## src/rtl/ssr_byte_source.sv

```systemverilog
// -----------------------------------------------------------------------------
// ssr_byte_source
//
// Upstream byte producer for the gpio byte receiver. A full frame of FRAME_LEN
// bytes is captured from a byte-wide write port into a local buffer. The frame
// is then served one byte at a time over a 4-phase handshake:
//
//   receiver raises readssr_req
//   -> this block loads byte_out, then raises byte_ready one clock later
//   -> receiver latches byte_out and raises byte_received_ack
//   -> byte_ready falls, receiver drops ack, next byte follows.
//
// The receiver runs on a divided clock, so readssr_req and byte_received_ack
// are treated as asynchronous levels and pass through SYNC_STAGES flops.
// byte_ready and byte_out come straight from flops, so they never glitch.
//
// Ports
//   clk                in   1       system clock (the receiver divides this down)
//   rst                in   1       asynchronous, active-high reset
//   wr_en              in   1       write strobe, one byte per cycle
//   wr_data            in   DATA_W  byte appended to the frame buffer
//   readssr_req        in   1       receiver wants bytes (level, async to clk)
//   byte_received_ack  in   1       receiver has latched byte_out (level, async)
//   byte_ready         out  1       byte_out valid, held until the ack is seen
//   byte_out           out  DATA_W  current byte; holds its value after frame end
//   frame_loaded       out  1       full frame buffered and not yet fully sent
//   frame_sent         out  1       one-cycle pulse once the last byte completes
//   busy               out  1       block is anywhere but the LOAD state
//   overrun            out  1       sticky: a write arrived outside LOAD
// -----------------------------------------------------------------------------
module ssr_byte_source #(
    parameter int FRAME_LEN   = 40,
    parameter int DATA_W      = 8,
    parameter int SYNC_STAGES = 2
) (
    input  logic              clk,
    input  logic              rst,
    input  logic              wr_en,
    input  logic [DATA_W-1:0] wr_data,
    input  logic              readssr_req,
    input  logic              byte_received_ack,
    output logic              byte_ready,
    output logic [DATA_W-1:0] byte_out,
    output logic              frame_loaded,
    output logic              frame_sent,
    output logic              busy,
    output logic              overrun
);

    localparam int IDX_W = (FRAME_LEN > 1) ? $clog2(FRAME_LEN) : 1;
    localparam logic [IDX_W-1:0] LAST_IDX = IDX_W'(FRAME_LEN - 1);
    localparam logic [IDX_W-1:0] IDX_ONE  = {{(IDX_W-1){1'b0}}, 1'b1};
    localparam logic [IDX_W-1:0] IDX_ZERO = {IDX_W{1'b0}};

    // Explicit encodings so that the three spare codes are recognisably
    // illegal and fall into the recovery branch of the state machine.
    typedef enum logic [2:0] {
        ST_LOAD         = 3'd0,
        ST_WAIT_REQ     = 3'd1,
        ST_PRESENT      = 3'd2,
        ST_WAIT_ACK     = 3'd3,
        ST_WAIT_ACK_LOW = 3'd4
    } state_t;

    // Advance a frame index. Anything at or beyond the last slot wraps to 0,
    // which keeps a corrupted index from walking outside the buffer.
    function automatic logic [IDX_W-1:0] next_idx(input logic [IDX_W-1:0] idx);
        logic [IDX_W-1:0] nxt;
        if (idx >= LAST_IDX) begin
            nxt = IDX_ZERO;
        end else begin
            nxt = idx + IDX_ONE;
        end
        return nxt;
    endfunction

    // True when the index addresses the final byte of the frame (or beyond).
    function automatic logic is_last(input logic [IDX_W-1:0] idx);
        return (idx >= LAST_IDX);
    endfunction

    state_t                 state_r;
    logic [IDX_W-1:0]       wptr_r;
    logic [IDX_W-1:0]       rd_idx_r;
    logic [IDX_W-1:0]       rd_next_s;
    logic [SYNC_STAGES-1:0] req_sync_r;
    logic [SYNC_STAGES-1:0] ack_sync_r;
    logic                   req_s;
    logic                   ack_s;
    logic                   buf_we_s;
    logic                   byte_ready_r;
    logic [DATA_W-1:0]      byte_out_r;
    logic                   frame_loaded_r;
    logic                   frame_sent_r;
    logic                   busy_r;
    logic                   overrun_r;
    logic [DATA_W-1:0]      frame_buf_r [FRAME_LEN];

    // The synchronised level is taken from the last flop of each chain.
    assign req_s     = req_sync_r[SYNC_STAGES-1];
    assign ack_s     = ack_sync_r[SYNC_STAGES-1];
    assign rd_next_s = next_idx(rd_idx_r);

    // Writes only land in the buffer while a frame is being captured.
    assign buf_we_s  = wr_en && (state_r == ST_LOAD);

    assign byte_ready   = byte_ready_r;
    assign byte_out     = byte_out_r;
    assign frame_loaded = frame_loaded_r;
    assign frame_sent   = frame_sent_r;
    assign busy         = busy_r;
    assign overrun      = overrun_r;

    // Resynchronise the receiver's request and acknowledge levels into clk.
    always_ff @(posedge clk or posedge rst) begin
        if (rst) begin
            req_sync_r <= {SYNC_STAGES{1'b0}};
            ack_sync_r <= {SYNC_STAGES{1'b0}};
        end else begin
            req_sync_r <= {req_sync_r[SYNC_STAGES-2:0], readssr_req};
            ack_sync_r <= {ack_sync_r[SYNC_STAGES-2:0], byte_received_ack};
        end
    end

    // Frame storage; contents are deliberately left alone by reset.
    always_ff @(posedge clk) begin
        if (buf_we_s) begin
            frame_buf_r[wptr_r] <= wr_data;
        end
    end

    // Sticky overrun flag: set by any write that arrives outside LOAD
    // (including the edge that returns to LOAD), cleared only by reset.
    always_ff @(posedge clk or posedge rst) begin
        if (rst) begin
            overrun_r <= 1'b0;
        end else if (wr_en && (state_r != ST_LOAD)) begin
            overrun_r <= 1'b1;
        end
    end

    // Main sequencer: frame capture, byte presentation and handshake tracking.
    // byte_out is loaded on the edge that enters PRESENT and byte_ready on the
    // edge that leaves it, so the data is stable one clock before it is
    // flagged valid.
    always_ff @(posedge clk or posedge rst) begin
        if (rst) begin
            state_r        <= ST_LOAD;
            wptr_r         <= IDX_ZERO;
            rd_idx_r       <= IDX_ZERO;
            byte_ready_r   <= 1'b0;
            byte_out_r     <= {DATA_W{1'b0}};
            frame_loaded_r <= 1'b0;
            frame_sent_r   <= 1'b0;
            busy_r         <= 1'b0;
        end else begin
            // frame_sent is a pulse; it is re-armed only on the final handshake.
            frame_sent_r <= 1'b0;
            case (state_r)
                ST_LOAD: begin
                    if (wr_en) begin
                        if (is_last(wptr_r)) begin
                            // Final byte of the frame is accepted on this edge.
                            wptr_r         <= IDX_ZERO;
                            frame_loaded_r <= 1'b1;
                            busy_r         <= 1'b1;
                            state_r        <= ST_WAIT_REQ;
                        end else begin
                            wptr_r <= wptr_r + IDX_ONE;
                        end
                    end
                end

                ST_WAIT_REQ: begin
                    // Frame and read index are held here for as long as needed.
                    if (req_s) begin
                        byte_out_r <= frame_buf_r[rd_idx_r];
                        state_r    <= ST_PRESENT;
                    end
                end

                ST_PRESENT: begin
                    byte_ready_r <= 1'b1;
                    state_r      <= ST_WAIT_ACK;
                end

                ST_WAIT_ACK: begin
                    // byte_ready is never withdrawn early, even if the request
                    // drops; the byte in flight always completes its handshake.
                    if (ack_s) begin
                        byte_ready_r <= 1'b0;
                        state_r      <= ST_WAIT_ACK_LOW;
                    end
                end

                ST_WAIT_ACK_LOW: begin
                    // The next byte waits until the ack has been seen low, so a
                    // long ack pulse cannot release more than one byte.
                    if (!ack_s) begin
                        if (is_last(rd_idx_r)) begin
                            rd_idx_r       <= IDX_ZERO;
                            frame_loaded_r <= 1'b0;
                            frame_sent_r   <= 1'b1;
                            busy_r         <= 1'b0;
                            state_r        <= ST_LOAD;
                        end else begin
                            rd_idx_r <= rd_next_s;
                            if (req_s) begin
                                byte_out_r <= frame_buf_r[rd_next_s];
                                state_r    <= ST_PRESENT;
                            end else begin
                                // Request withdrawn: park on the next byte.
                                state_r <= ST_WAIT_REQ;
                            end
                        end
                    end
                end

                default: begin
                    // Illegal encoding: drop any frame in progress and restart
                    // capture from a clean state.
                    state_r        <= ST_LOAD;
                    wptr_r         <= IDX_ZERO;
                    rd_idx_r       <= IDX_ZERO;
                    byte_ready_r   <= 1'b0;
                    frame_loaded_r <= 1'b0;
                    busy_r         <= 1'b0;
                end
            endcase
        end
    end

endmodule
```

## config.mk

```make
export PLATFORM = sky130hd
export DESIGN_NAME = ssr_byte_source
export DESIGN_NICKNAME = d
export VERILOG_FILES = /design/src/rtl/ssr_byte_source.sv
export SDC_FILE = /design/constraint.sdc
export NUM_CORES = 1
export LEC_CHECK = 0
export ABC_AREA = 0
export ABC_CLOCK_PERIOD_IN_PS = 2400
export CAP_MARGIN = 30
export CORE_MARGIN = 5
export CORE_UTILIZATION = 32
export DETAILED_ROUTE_END_ITERATION = 10
export GPL_TIMING_DRIVEN = 0
export PLACE_DENSITY = 0.59
export SLEW_MARGIN = 20
export SYNTH_ARGS = -nofsm -noshare
export SYNTH_HDL_FRONTEND = slang
export SYNTH_SLANG_ARGS = --single-unit
```

## constraint.sdc

```tcl
create_clock -name clk -period 2.4 [get_ports clk]
set_input_delay 0.48 -clock clk [delete_from_list [all_inputs] [get_ports clk]]
set_output_delay 0.48 -clock clk [all_outputs]
set_load 0.02 [all_outputs]
```

==> results of run 1 <==
## Yosys cell counts, types with 6 or more instances
cell type,instances
nand4_1,6
o22ai_1,17
mux2i_1,60
buf_4,14
nand2_1,107
nor3_1,18
edfxtp_1,320
nor2b_1,10
clkbuf_1,24
nand3_1,40
o221ai_1,17
o211ai_1,14
buf_6,9
and2_1,12
mux4_2,100
buf_2,32
nand2b_1,9
a211oi_1,19
mux2_2,21
a21oi_1,34
and3_1,7
inv_1,6
dfrtp_1,31
o2111ai_1,7
o21ai_0,31
a31oi_1,20
a22o_1,8
nor2_1,76
## registers in the layout (all words and copies together) (netlist names), 2 cells and up
| register | count |
|---|---|
| frame_buf_r | 320 |
| byte_out | 8 |
| rd_idx_r | 6 |
| wptr_r | 6 |
| state_r | 3 |
| ack_sync_r | 2 |
| req_sync_r | 2 |
## worst reg2reg max path: cells and delay by family (launching register included)
| kind | cells | cell delay (ns) |
|---|---|---|
| AOI/OAI and AO/OA | 5 | 1.10 |
| buffers and inverters | 4 | 0.82 |
| DFF | 1 | 0.47 |
| and+or+nand+nor | 1 | 0.30 |
## routing by layer
layer / track usage / wire (um)
met5: 0 / 13
met3: 0.0687 / 9090
met2: 0.354 / 31200
met1: 0.305 / 26600
met4: 0.152 / 6110
## what timing repair did
item,CTS,global route
endpoints found under the setup margin,336,100
resized for setup,339,50
pin swaps,48,31
setup buffers,60,26
gates cloned,1,2
## area by class of cell
cell class,instances,share of cell area
plain buffers,83,0.0427
clock inverters,19,0.00680
well taps,696,0.0391
repair buffers,140,0.0680
inverters,8,0.00140
multi-input cells,730,0.329
clock buffers,49,0.0469
flip-flops and latches,351,0.466
## power breakdown
group	switching, uW	internal [uW]	total (uW)
logic	4650	3120	7770
registers	189	6870	7060
clock network	2530	3300	5830
total	7360	13300	20700
## final timing paths
kind / endpoint / slack [ns] / cells past startpoint
setup / recovery: byte_out[4]$_DFFE_PP0P_ / -0.37 / 10
hold / removal: frame_buf_r[4][0]$_DFFE_PP_ / 0.30 / 1
setup reg to reg: byte_out[4]$_DFFE_PP0P_ / -0.37 / 10
hold reg to reg: req_sync_r[1]$_DFF_PP0_ / 0.35 / 0
max in group asynchronous: rd_idx_r[4]$_DFFE_PP0P_ / 1.52 / 2
min in group asynchronous: wptr_r[0]$_DFFE_PP0P_ / 0.36 / 2
## cells by family after synthesis
kind of cell | count (synthesis)
flops | 351
buf+inv | 93
compound gates | 234
fa+ha+maj | 2
mux | 182
simple gates | 309
xor+xnor | 3
## stage by stage
| stage | cell area, um^2 | util | power [uW] | TNS (ns) |
|---|---|---|---|---|
| 2_1_floorplan | 17200 | - | 10500 | 0 |
| 3_3_place_gp | 18400 | 0.342 | 13000 | -254.83 |
| 3_5_place_dp | 18700 | 0.349 | 13100 | -192.98 |
| 4_1_cts | 21700 | 0.406 | 19900 | -1.45 |
| 5_1_grt | 22300 | 0.416 | 20900 | -2.20 |
| 6_report | 22300 | 0.416 | 20700 | -2.32 |
==> run_results.csv, run 1 <==
group,metric,value,unit
outcome,status,"finished, violations left",
outcome,violations,"negative setup slack",
place,dp_hpwl,49.1,mm
finish,antenna_cells,0,
finish,stdcell_count,2076,
hold_path,hold_start,"wr_data[0]",
timing,fmax,361,MHz
worst_setup_path,timing.rr.start,"rd_idx_r[0]$_DFFE_PP0P_",
yosys,synth-simple-area-share,0.0835,
floorplanning,num_io_pins,26,
yosys,avgSynthCellArea,14.7,um^2
yosys,synth_mux_area_frac,0.181,
yosys,ys_types,79,
routing,first_pass_iters,7,
yosys,synth_top_family_by_area,"multiplexers",
routing,wl_per_cell,35.2,um
grt,grt_pass1_wl,99.2,mm
yosys,synthesis.instances,1174,
floorplanning,die_h,242,um
worst_setup_path,cpMostUsedCell,"buf_12",
place,port_buffers,25,
grt,antenna_found_initial,1,
timing,rsz0062_at_grt,"yes",
worst_setup_path,critPathBufInv,4,
worst_setup_path,cp.arrival,3.25,ns
worst_setup_path,critPathSlowestCell,"a311o_1",
yosys,syn_nets,1189,
yosys,synth_largest_area_cell,"edfxtp_1",
pwr,p_per_area,927,nW/um^2
yosys,ys_top_cells_by_area,"edfxtp_1 56%, mux4_2 13%, dfrtp_1 4.5%, mux2i_1 3.5%, nand2_1 2.3%",
finish,seq_area,10400,um^2
pwr,peakVddDrop,0.000437,V
timing,hold_viol_final,0,
worst_setup_path,crit_type,"reg -> reg",
grt,grt_max_degree,41,
hold_path,hp-class,"in -> reg",
routing,vias_per_cell,6.43,
clocking,clk_latency,0.56,ns
clocking,clk_path_buf_depth,3,
grt,grt-ovfl-total,0,
timing,slew_violations,0,
routing,wirelength,73.0,mm
timing,clock_skew,0.0150,ns
clocking,cts_tree,"yes",
yosys,synth_xor_area_frac,0.00196,
clocking,htreeDepth,2,
routing,antenna_violating_nets_post_route,0,
finish,fill_cells,4792,
worst_setup_path,crit_chain,"buf_4 -> clkinv_2 -> o21ai_4 -> buf_12 -> buf_12 -> o221ai_2 -> o211ai_1 -> nand4_1 -> a311o_1 -> a31oi_1",
finish,layout_commonest_cell,"edfxtp_1",
clocking,hold_buffers,0,
timing,setup_ws,-0.372,ns
yosys,async_reset_ff_frac,0.0883,
floorplanning,rows,85,
worst_setup_path,crit_path_start_kind,"flop",
floorplanning,die_x,242,um
yosys,synth_compound_area_frac,0.0988,
worst_setup_path,critPathRequiredTime,2.88,ns
worst_setup_path,cp_max_fo,10,
yosys,synth-edff-count,320,
worst_setup_path,cp_top_family,"compound AO/OA/AOI/OAI gates",
yosys,synth_flop_cell,"edfxtp_1",
yosys,synthesis.area,17200,um^2
clocking,clkTransAtPathRegs,0.06,ns
finish,area_growth,29.3,%
yosys,yosysWarnings,0,
routing,drc_errors,0,
yosys,synth_top_area_share,0.558,
timing,tightest_slew,1.01,ns
clocking,numCtsBuffers,38,
flow_run,maxCapViolations,0,
finish,nets,1367,
timing,whs,0.299,ns
grt,grt_pass1_vias,12900,
timing,period_needed,2.77,ns
yosys,synth_adder_area_share,0.00145,
routing,num_vias,13300,
routing,first_iter_violations,2249,
pwr,leakage,0.00714,uW
worst_setup_path,startpoint,"rd_idx_r[0]$_DFFE_PP0P_",
floorplanning,initial_core_util,0.321,
clocking,clockRootBuffer,"clkbuf_16",
timing,finalSetupViolations,8,
worst_setup_path,crit_path_end_kind,"flop",
worst_setup_path,cpPeakStageDelay,0.55,ns
finish,drive_gt1_frac,0.388,
place,placed_cells_incl_taps,1921,
finish,multi_input_area,7320,um^2
yosys,ys_ff_latch,351,
floorplanning,design.core.area,53600,um^2
timing,post-route-period-util,1.16,
grt,grtUsageTotal,0.238,
place,gp_congestion,1.05,
yosys,synth_seq_area_share,0.603,
finish,final_cell_mix,"320 x edfxtp_1, 100 x mux4_2, 93 x nand2_1, 86 x buf_4, 54 x mux2i_1",
clocking,cts.sinks,351,
timing,relSlewSlack,0.326,
floorplanning,die_area,58600,um^2
place,pre_cts_ws,-1.39,ns
Note: power is estimated with default switching activity, not from simulation.
==> run 2: changes to the inputs <==
Settings changed: CELL_PAD_IN_SITES_DETAIL_PLACEMENT set to 1, CELL_PAD_IN_SITES_GLOBAL_PLACEMENT set to 1, PLACE_DENSITY 0.59 to 0.65.
==> run_results.csv, run 2 (same netlist as run 1, synthesis figures left out) <==
group,metric,value,unit
clocking,clk_latency,0.59,ns
routing,topRoutingLayerUsed,"met5",
finish,stdcell_count,2075,
pwr,p_per_area,945,nW/um^2
floorplanning,die_area,58600,um^2
hold_path,holdPathStages,1,
place,placed_cells_incl_taps,1913,
finish,area_growth,28.9,%
finish,final_cell_mix,"320 x edfxtp_1, 100 x mux4_2, 95 x nand2_1, 85 x buf_4, 56 x mux2i_1",
worst_setup_path,cp_max_fo,7,
clocking,cts.sinks,351,
timing,period_needed,2.80,ns
clocking,clockRootBuffer,"clkbuf_16",
pwr,leakage,0.00707,uW
worst_setup_path,crit_type,"reg -> reg",
floorplanning,die_h,242,um
timing,setup_tns,-2.53,ns
routing,first_pass_iters,5,
finish,final_core_util,0.414,
timing,clock_skew,0.0242,ns
timing,relSlewSlack,0.378,
grt,grt_max_degree,41,
grt,antenna_found_initial,4,
worst_setup_path,reg2reg_depth,10,
finish,nets,1362,
grt,grt_pass1_vias,13100,
routing,wl_per_cell,37.3,um
finish,layout_commonest_cell,"edfxtp_1",
place,gp_congestion,0.969,
timing,setup_ws,-0.396,ns
floorplanning,rows,85,
grt,grtUsageTotal,0.253,
timing,post-route-period-util,1.16,
timing,whs,0.152,ns
routing,antenna_violating_nets_post_route,0,
timing,fmax,358,MHz
clocking,cts_tree,"yes",
routing,wl_met1,29.0,mm
worst_setup_path,critPathRequiredTime,2.89,ns
place,pre_cts_ws,-1.44,ns
routing,wirelength,77.4,mm
place,port_buffers,25,
outcome,violations,"negative setup slack",
flow_run,maxCapViolations,0,
grt,grt_pass1_wl,106,mm
routing,drc_errors,0,
finish,largest_reg_flops,320,
grt,grt-ovfl-total,0,
routing,vias_per_cell,6.40,
timing,finalSetupViolations,8,
finish,regMostFlops,"frame_buf_r",
floorplanning,initial_core_util,0.321,
finish,fill_cells,5374,
routing,num_vias,13300,
worst_setup_path,crit_path_end_kind,"flop",
timing,tightest_slew,0.930,ns
timing,slew_violations,0,
timing,hold_viol_final,0,
floorplanning,design.core.area,53600,um^2
routing,wl_met3,9.40,mm
place,dp_hpwl,51.7,mm
hold_path,hp-class,"in -> reg",
clocking,clk_path_buf_depth,3,
worst_setup_path,cp.arrival,3.28,ns
routing,first_iter_violations,2018,
routing,met2_length,34.7,mm
pwr,peakVddDrop,0.000423,V
floorplanning,die_x,242,um
clocking,htreeDepth,2,
worst_setup_path,crit_path_start_kind,"flop",
clocking,numCtsBuffers,40,
floorplanning,num_io_pins,26,
outcome,status,"finished, violations left",
clocking,clkTransAtPathRegs,0.06,ns
timing,rsz0062_at_grt,"yes",
finish,drive_gt1_frac,0.377,
[run 2: changes by cell type in the layout (fill, tap and decap cells not counted), sizes merged]
cell and change:
buf -7, bufinv +1, clkbuf +6, clkinv -5, clkinvlp +1, diode +1, inv +1, nor2 +1
[run 2: per-layer routing]
| metal | global-route usage | up-vias |
|---|---|---|
| met3 | 0.0810 | 226 |
| met2 | 0.389 | 1004 |
| met1 | 0.327 | 6921 |
| li1 | - | 5119 |
| met5 | 0 | - |
| met4 | 0.120 | 2 |
[run 2: path summary, 6_finish.rpt]
check / from / to / slack (ns)
worst max-delay path: rd_idx_r[0]$_DFFE_PP0P_ / byte_out[3]$_DFFE_PP0P_ / -0.40
worst min-delay path: wr_data[5] / frame_buf_r[7][5]$_DFFE_PP_ / 0.15
worst max register to register: rd_idx_r[0]$_DFFE_PP0P_ / byte_out[3]$_DFFE_PP0P_ / -0.40
worst min register to register: ack_sync_r[0]$_DFF_PP0_ / ack_sync_r[1]$_DFF_PP0_ / 0.35
max in group asynchronous: rst / rd_idx_r[1]$_DFFE_PP0P_ / 1.56
min in group asynchronous: rst / frame_sent$_DFF_PP0_ / 0.33
[run 2: critical path: stages, from the launching register on]
cell	delay, ns
dfrtp_2	0.46
ha_4	0.23
a211o_4	0.43
a21oi_4	0.20
buf_4	0.13
buf_4	0.09
a21oi_1	0.05
a221oi_1	0.38
nor3_1	0.15
a211o_4	0.38
a31oi_1	0.19
[run 2: power by group]
part	switching [uW]	internal (uW)
clock	2620	3520
combinational	4700	3070
sequential	211	6870
total	7530	13500
[run 2: layout make-up]
class	instances	area (um^2)	area share
clock inverter	17	174	0.00783
clock buffer	56	1090	0.0492
sequential	351	10400	0.468
multi-input combinational	731	7270	0.328
buffer	83	991	0.0446
tap	696	871	0.0392
antenna	1	2.50	0.000113
inverter	8	35.0	0.00158
timing repair buffer	132	1380	0.0619
[run 2: repair_timing]
action | 4_1_cts | 5_1_grt
gates cloned | 2 | 1
gates resized for setup | 337 | 59
hold buffers | 0 | 0
endpoints found under the setup margin | 335 | 199
pin swaps | 58 | 44
setup buffers | 60 | 28
[run 2: per-stage QoR]
stage | total power (uW) | instance area (um^2)
final | 21000 | 22200
after global routing | 21300 | 22200
after CTS | 20400 | 21700
after detailed placement | 13200 | 18600
after global placement | 13100 | 18400
after floorplan | 10500 | 17200
==> run 3: changes to the inputs <==
Settings changed: CORE_ASPECT_RATIO set to 0.9, SLEW_MARGIN 20 to 10.
==> run_results.csv, run 3 (same netlist as run 1, synthesis figures left out) <==
group,metric,value,unit
finish,drive_gt1_frac,0.393,
pwr,leakage,0.00729,uW
worst_setup_path,cp.arrival,3.29,ns
floorplanning,design.core.area,53200,um^2
floorplanning,num_io_pins,26,
finish,regMostFlops,"frame_buf_r",
timing,finalSetupViolations,8,
place,pre_cts_ws,-1.49,ns
floorplanning,die_h,230,um
grt,grt_pass1_wl,108,mm
routing,num_vias,13700,
routing,first_pass_iters,5,
finish,final_cell_mix,"320 x edfxtp_1, 100 x mux4_2, 90 x nand2_1, 82 x buf_4, 57 x mux2i_1",
place,gp_congestion,1.02,
clocking,htreeDepth,2,
finish,area_growth,31.8,%
worst_setup_path,crit_path_end_kind,"flop",
clocking,cts_tree,"yes",
timing,clock_skew,0.0250,ns
flow_run,maxCapViolations,0,
worst_setup_path,crit_path_start_kind,"flop",
place,port_buffers,25,
finish,stdcell_count,2094,
clocking,clk_latency,0.59,ns
timing,slew_violations,0,
worst_setup_path,cp_max_fo,10,
finish,nets,1383,
clocking,cts.sinks,351,
floorplanning,rows,80,
timing,hold_viol_final,0,
pwr,power.total,21200,uW
clocking,clockRootBuffer,"clkbuf_16",
timing,rsz0062_at_grt,"yes",
place,placed_cells_incl_taps,1918,
worst_setup_path,crit_type,"reg -> reg",
outcome,status,"finished, violations left",
finish,largest_reg_flops,320,
floorplanning,initial_core_util,0.324,
routing,wl_per_cell,37.9,um
routing,wirelength,79.3,mm
routing,first_iter_violations,1988,
grt,grt_max_degree,41,
place,dp_hpwl,51.5,mm
clocking,clkTransAtPathRegs,0.06,ns
routing,antenna_violating_nets_post_route,0,
pwr,p_per_area,933,nW/um^2
timing,period_needed,2.85,ns
grt,grt_pass1_vias,13500,
pwr,peakVddDrop,0.000417,V
timing,post-route-period-util,1.19,
floorplanning,die_x,255,um
clocking,clk_path_buf_depth,3,
clocking,numCtsBuffers,39,
grt,grtUsageTotal,0.263,
grt,antenna_found_initial,3,
grt,grt-ovfl-total,0,
timing,setup_tns,-3.01,ns
timing,relSlewSlack,0.329,
finish,layout_commonest_cell,"edfxtp_1",
floorplanning,die_area,58600,um^2
timing,fmax,351,MHz
timing,tightest_slew,1.00,ns
timing,whs,0.333,ns
timing,setup_ws,-0.447,ns
outcome,violations,"negative setup slack",
routing,vias_per_cell,6.53,
hold_path,hp-class,"in -> reg",
clocking,hold_buffers,0,
worst_setup_path,critPathRequiredTime,2.85,ns
routing,drc_errors,0,
==> run 3: per-layer routing <==
layer,up-vias,track usage,part of all wire
li1,5170,-,-
met1,7117,0.361,0.38
met2,1144,0.378,0.43
met3,247,0.0853,0.14
met4,4,0.127,0.056
met5,-,0,0.00020
==> run 3: final cells by class <==
| type | count | area [um^2] |
|---|---|---|
| antenna | 1 | 2.50 |
| clock buffer | 48 | 1020 |
| clock inverter | 21 | 215 |
| tap | 697 | 872 |
| sequential | 351 | 10400 |
| inverter | 8 | 31.3 |
| timing repair buffer | 154 | 1850 |
| fill | 5232 | 30500 |
| buffer | 84 | 997 |
| multi-input combinational | 730 | 7320 |
==> run 3: report_power, final <==
group          leakage (uW)  switching (uW)  internal, uW
Clock              0.000606            2640          3460
Combinational       0.00342            4850          3170
Sequential          0.00325             196          6870
Total               0.00729            7680         13500
==> run 3: stage by stage <==
stage / util / area (um^2)
3_3_place_gp: 0.345 / 18400
4_1_cts: 0.415 / 22000
6_report: 0.427 / 22700
5_1_grt: 0.427 / 22700
2_1_floorplan: - / 17200
3_5_place_dp: 0.349 / 18600
==> run 3: critical path, stage by stage, from the launching register on <==
cell,delay (ns)
dfrtp_1,0.50
buf_4,0.27
or2_2,0.38
mux2_4,0.35
nor2_4,0.22
nand2_2,0.20
nor4_4,0.36
a311o_2,0.28
a31oi_1,0.12
==> run 3: path summary, 6_finish.rpt <==
check / depth (start not counted) / from / endpoint / slack, ns
worst max register to register: 8 / rd_idx_r[4]$_DFFE_PP0P_ / byte_out[4]$_DFFE_PP0P_ / -0.45
max in group asynchronous: 2 / rst / rd_idx_r[0]$_DFFE_PP0P_ / 1.47
worst min-delay path: 1 / readssr_req / req_sync_r[0]$_DFF_PP0_ / 0.33
worst min register to register: 0 / req_sync_r[0]$_DFF_PP0_ / req_sync_r[1]$_DFF_PP0_ / 0.35
min in group asynchronous: 2 / rst / byte_ready$_DFFE_PP0P_ / 0.37
worst max-delay path: 8 / rd_idx_r[4]$_DFFE_PP0P_ / byte_out[4]$_DFFE_PP0P_ / -0.45
==> run 3: what timing repair did <==
| action | CTS | global route |
|---|---|---|
| gates resized for setup | 311 | 94 |
| gates cloned | 4 | 0 |
| setup buffers | 76 | 26 |
| pin swaps | 58 | 34 |
| endpoints found under the setup margin | 336 | 107 |
